$ cat src/rtl/parity_types_pkg.sv
// Shared frame-format and receiver-state types for the parity receive path.
package parity_types_pkg;

  typedef enum logic [1:0] {
    PARITY_NONE = 2'd0,
    PARITY_EVEN = 2'd1,
    PARITY_ODD  = 2'd2
  } parity_t;

  typedef enum logic [2:0] {
    IDLE   = 3'd0,
    START  = 3'd1,
    DATA   = 3'd2,
    PARITY = 3'd3,
    STOP   = 3'd4
  } rx_state_t;

endpackage

$ cat src/rtl/parity_frame_rx_bit_timer.sv
// bit_timer: reloadable down-counter that pulses expire once per loaded interval.
module bit_timer #(
  parameter int CW = 4
) (
  input  logic          clk,
  input  logic          rst_n,
  input  logic          load,
  input  logic [CW-1:0] load_val,
  output logic          expire
);

  logic [CW-1:0] cnt;
  logic          run;

  // run gates the zero detect so an idle counter parked at 0 never fires
  always_ff @(posedge clk or negedge rst_n) begin
    if (!rst_n) begin
      cnt <= '0;
      run <= 1'b0;
    end else if (load) begin
      cnt <= load_val;
      run <= 1'b1;
    end else if (run) begin
      if (cnt == '0) run <= 1'b0;
      else           cnt <= cnt - 1'b1;
    end
  end

  assign expire = run && (cnt == '0);

endmodule

$ cat src/rtl/parity_frame_rx.sv
// Async serial frame receiver (start, LSB-first data, optional parity, stop) with a valid/ready holding register.
// Define PARITY_FRAME_RX_SYNC_EN to pass rx through a 2-flop synchronizer before use.
module parity_frame_rx
  import parity_types_pkg::*;
#(
  parameter int DATA_W       = 8,
  parameter int CLKS_PER_BIT = 16
) (
  input  logic              clk,
  input  logic              rst_n,
  input  logic              rx,
  input  parity_t           parityType,
  output logic [DATA_W-1:0] dataOut,
  output logic              parityBit,
  output logic              frameErr,
  output logic              dataValid,
  input  logic              dataReady,
  output logic              overrun,
  output logic              busy
);

  localparam int CNT_W = $clog2(CLKS_PER_BIT);
  localparam int IDX_W = $clog2(DATA_W + 1);
  localparam logic [CNT_W-1:0] HALF_LOAD = CNT_W'(CLKS_PER_BIT / 2 - 1);
  localparam logic [CNT_W-1:0] FULL_LOAD = CNT_W'(CLKS_PER_BIT - 1);
  localparam logic [IDX_W-1:0] LAST_IDX  = IDX_W'(DATA_W - 1);

  logic              rx_s;
  rx_state_t         state;
  parity_t           frame_type;
  logic [DATA_W-1:0] shift_reg;
  logic [DATA_W-1:0] shift_in;
  logic              parity_reg;
  logic [IDX_W-1:0]  bit_idx;
  logic              tmr_load;
  logic [CNT_W-1:0]  tmr_val;
  logic              expire;

`ifdef PARITY_FRAME_RX_SYNC_EN
  logic [1:0] sync_reg;

  always_ff @(posedge clk or negedge rst_n) begin
    if (!rst_n) sync_reg <= 2'b11;
    else        sync_reg <= {sync_reg[0], rx};
  end

  assign rx_s = sync_reg[1];
`else
  assign rx_s = rx;
`endif

  bit_timer #(.CW(CNT_W)) u_bit_timer (
    .clk      (clk),
    .rst_n    (rst_n),
    .load     (tmr_load),
    .load_val (tmr_val),
    .expire   (expire)
  );

  // Half-bit load on the falling edge centres every later sample mid-bit
  always_comb begin
    tmr_load = 1'b0;
    tmr_val  = FULL_LOAD;
    case (state)
      IDLE: begin
        if (!rx_s) begin
          tmr_load = 1'b1;
          tmr_val  = HALF_LOAD;
        end
      end
      START:        tmr_load = expire && !rx_s;
      DATA, PARITY: tmr_load = expire;
      default:      tmr_load = 1'b0;
    endcase
  end

  assign shift_in = DATA_W'(rx_s) << (DATA_W - 1);

  always_ff @(posedge clk or negedge rst_n) begin
    if (!rst_n) begin
      state      <= IDLE;
      busy       <= 1'b0;
      frame_type <= PARITY_NONE;
      shift_reg  <= '0;
      parity_reg <= 1'b0;
      bit_idx    <= '0;
      dataOut    <= '0;
      parityBit  <= 1'b0;
      frameErr   <= 1'b0;
      dataValid  <= 1'b0;
      overrun    <= 1'b0;
    end else begin
      overrun <= 1'b0;
      if (dataValid && dataReady) dataValid <= 1'b0;

      case (state)
        IDLE: begin
          if (!rx_s) begin
            frame_type <= parityType;
            parity_reg <= 1'b0;
            state      <= START;
            busy       <= 1'b1;
          end
        end
        START: begin
          if (expire) begin
            if (rx_s) begin
              state <= IDLE;
              busy  <= 1'b0;
            end else begin
              bit_idx <= '0;
              state   <= DATA;
            end
          end
        end
        DATA: begin
          if (expire) begin
            shift_reg <= (shift_reg >> 1) | shift_in;
            bit_idx   <= bit_idx + 1'b1;
            if (bit_idx == LAST_IDX)
              state <= (frame_type == PARITY_NONE) ? STOP : PARITY;
          end
        end
        PARITY: begin
          if (expire) begin
            parity_reg <= rx_s;
            state      <= STOP;
          end
        end
        STOP: begin
          if (expire) begin
            state <= IDLE;
            busy  <= 1'b0;
            // A full holding register that is not being drained drops the new frame
            if (!dataValid || dataReady) begin
              dataOut   <= shift_reg;
              parityBit <= parity_reg;
              frameErr  <= ~rx_s;
              dataValid <= 1'b1;
            end else begin
              overrun <= 1'b1;
            end
          end
        end
        default: begin
          state <= IDLE;
          busy  <= 1'b0;
        end
      endcase
    end
  end

endmodule

$ cat config.mk
export PLATFORM = sky130hd
export DESIGN_NAME = parity_frame_rx
export DESIGN_NICKNAME = d
export VERILOG_FILES = /design/src/rtl/parity_types_pkg.sv /design/src/rtl/parity_frame_rx_bit_timer.sv /design/src/rtl/parity_frame_rx.sv
export SDC_FILE = /design/constraint.sdc
export NUM_CORES = 1
export LEC_CHECK = 0
export ABC_AREA = 1
export CAP_MARGIN = 20
export CORE_ASPECT_RATIO = 0.75
export CORE_MARGIN = 2
export CORE_UTILIZATION = 45
export CTS_CLUSTER_SIZE = 16
export DETAILED_ROUTE_END_ITERATION = 10
export GPL_TIMING_DRIVEN = 1
export PLACE_DENSITY = 0.66
export SYNTH_ARGS = -nofsm -noshare
export SYNTH_HDL_FRONTEND = slang
export SYNTH_SLANG_ARGS = --single-unit
$ cat constraint.sdc
create_clock -name clk -period 1.8 [get_ports clk]
set_input_delay 0.36 -clock clk [delete_from_list [all_inputs] [get_ports clk]]
set_output_delay 0.36 -clock clk [all_outputs]
set_load 0.05 [all_outputs]
==> flow_summary.yaml <==
layout:
  fin_area_um2: 2000
  post-route-util_pct: 54.9
  fin_nets: 226
  antenna_cells: 0
  drive_above_1_share_pct: 20.6
  area_delta_synth_final_pct: 17.3
floorplan:
  start_util_pct: 46.8
  die_w_um: 75.0
  dieArea_um2: 4300
  ios: 19
  coreArea_um2: 3640
  die_h_um: 57.3
  num_rows: 19
critical_path:
  cp_slowest_cell: "a21boi_1"
  critical_path_arrival_ps: 1700
  cp-start-kind: "flip-flop"
  crit_family: "compound AO/OA/AOI/OAI gates"
  crit_chain: "inv_1 > ha_1 > a21boi_1 > nand3_1 > inv_1 > o21ai_1"
  cpMostUsedCell: "inv_1"
  end_kind: "flip-flop"
  regToRegEndpoint: "u_bit_timer.cnt[2]$_DFFE_PN0P_"
  rrSetupSlack_ps: 260
  r2r-start: "u_bit_timer.cnt[0]$_DFFE_PN0P_"
  crit_required_ps: 1950
  path_max_fanout: 7
  cp_num_buf_inv: 2
  critPathMaxStageDelay_ps: 420
  reg2reg_depth: 6
  setup.worst_path.class: "flip-flop to flip-flop"
synth:
  synth_seq_cells: 36
  synth_largest_area_cell: "dfrtp_1"
  synth_simple_gate_area_share_pct: 24.2
  synth_top_area_share_pct: 52.9
  synthMuxAreaShare_pct: 0
  ys_warn_count: 0
  async_reset_ff_share_pct: 100
  synthTopCellsByCount: "nand2_1 (62), dfrtp_1 (36), inv_1 (25)"
  synth_cell_type_count: 25
  yosysSeqAreaShare_pct: 52.9
  synth_edf_count: 0
  avgSynthCellArea_um2: 8.87
  synth-xor-area-share_pct: 1.03
  synth_top_family_by_area: "simple AND/OR/NAND/NOR gates"
  synthCells: 192
  yosys-top-cells-area: "dfrtp_1 (53%), nand2_1 (14%), inv_1 (5.5%), o21ai_2 (4.1%), nand3_1 (3.5%)"
  synth_compound_area_share_pct: 11.8
  synth.most_common_cell: "nand2_1"
  syn-num-nets: 201
  synthAdderAreaFrac_pct: 2.20
  syn_area_um2: 1700
  ys.flop_type: "dfrtp_1"
routing:
  drt-total-wl_um: 3060
  via_per_inst: 4.63
  drtAntennaViolNets: 0
  num_vias: 1249
  drt-initial-drc-count: 34
  drc: 0
  first_pass_iters: 4
  post_drt_wl_per_cell_um: 11.3
power_and_ir_drop:
  p_total_mw: 2.84
  ir_drop_uv: 965
  leakagePower_nw: 1.05
  powerDensity_nw_per_um2: 1420
clocking:
  cts_buffers: 5
  cts_buffer_depth: 2
  path_clk_slew_ps: 70
  cts_setup_buffers: 0
  cts_root_buf: "clkbuf_8"
  cts_sinks: 36
  clock_latency_ps: 280
  cts_hold_buf: 0
  cts-resized-gates: 0
  cts_tree: "done"
  h-tree-depth: 2
placed_design:
  gp_congestion: 0.846
  postPlaceCellArea_um2: 1910
  dp_hpwl_um: 2280
  port_buffers: 18
  pre_cts_ws_ps: 172
sta:
  fin_crit_ps: 1540
  slew_headroom_pct: 68.0
  setup_viol: 0
  skew_ps: 5.71
  tightest_slew_ps: 479
  worst_slack_ps: 257
  finalHoldViolCount: 0
  fin_tns_setup_ps: 0
  fmax_mhz: 648
  rsz0062_at_grt: "no"
  slew_viol_final: 0
  fin_crit_sh_pct: 85.7
min_path:
  hold_depth: 2
  hp-start: "dataOut[0]$_DFFE_PN0P_"
  hold_class: "flip-flop to flip-flop"
  holdPathEnd: "dataOut[0]$_DFFE_PN0P_"
global_route:
  antenna_found_initial: 0
  track_usage_pct: 17.1
  grt_max_degree: 37
  grt_pass1_wl_um: 5500
  globalRouteOverflowTotal: 0
  grt_pass1_vias: 1220
flow_run:
  drv_cap: 0
status:
  status: "completed"
power breakdown:
group	internal (mW)	leakage [nW]	switching, mW	total (mW)
sequential	1.03	0.463	0.200	1.23
clock	0.312	0.0455	0.259	0.571
combinational	0.373	0.542	0.660	1.03
total	1.72	1.05	1.12	2.84
cell usage in the layout, fill, tap and decap left out, types with 2 or more instances in the layout:
| cell | instances |
|---|---|
| nor2_4 | 2 |
| buf_4 | 15 |
| nand2_4 | 2 |
| nand3_1 | 12 |
| clkdlybuf4s50_1 | 5 |
| dfrtp_1 | 36 |
| clkbuf_1 | 2 |
| a21oi_1 | 4 |
| ha_1 | 3 |
| inv_2 | 3 |
| o21ai_2 | 8 |
| inv_1 | 25 |
| clkbuf_8 | 6 |
| o21ai_0 | 4 |
| nor2_1 | 6 |
| nand2_1 | 62 |
| o21ai_1 | 10 |
| nor2_2 | 2 |
| o22ai_2 | 2 |
cell type report:
| type | instances | area, um2 |
|---|---|---|
| clock buffer | 8 | 90.1 |
| inverter | 29 | 110 |
| timing repair buffer | 20 | 163 |
| sequential | 36 | 901 |
| multi-input combinational | 125 | 669 |
| tap | 52 | 65.1 |
| fill | 318 | 1640 |
cells by family after synthesis:
family | after synthesis
xor+xnor | 2
flops | 36
simple gates | 90
buf+inv | 31
compound gates | 30
fa+ha+maj | 3
worst max path at each step:
stage,from,to,cells after the start
finish,u_bit_timer.cnt[0]$_DFFE_PN0P_,u_bit_timer.cnt[2]$_DFFE_PN0P_,6
global route,u_bit_timer.cnt[0]$_DFFE_PN0P_,bit_idx[0]$_DFFE_PN0P_,8
CTS,u_bit_timer.cnt[0]$_DFFE_PN0P_,bit_idx[0]$_DFFE_PN0P_,8
detailed placement,rx,u_bit_timer.cnt[0]$_DFFE_PN0P_,6
global placement,rx,u_bit_timer.cnt[0]$_DFFE_PN0P_,6
floorplan,u_bit_timer.cnt[0]$_DFFE_PN0P_,dataOut[0]$_DFFE_PN0P_,8
per-layer routing:
| layer | vias to the layer above | part of all wire [%] | GRT usage (%) | routed length (um) |
|---|---|---|---|---|
| met5 | - | 0 | 0 | 0 |
| met1 | 570 | 51 | 25.0 | 1550 |
| met4 | 0 | 1.3 | 6.89 | 41 |
| met2 | 24 | 44 | 23.9 | 1330 |
| li1 | 651 | - | - | - |
| met3 | 4 | 4.4 | 5.12 | 133 |
per-stage QoR:
stage | std cells | hold slack [ps]
4_1_cts | 270 | 481
6_report | 270 | 483
3_3_place_gp | 262 | 450
2_1_floorplan | 192 | 64.4
5_1_grt | 270 | 515
3_5_place_dp | 262 | 464
worst min-delay path, cell delays in order (launching register included):
cell and delay, ps:
dfrtp_1 350, nand2_1 50, nand2_1 50
Power figures use the tool's default switching activity.
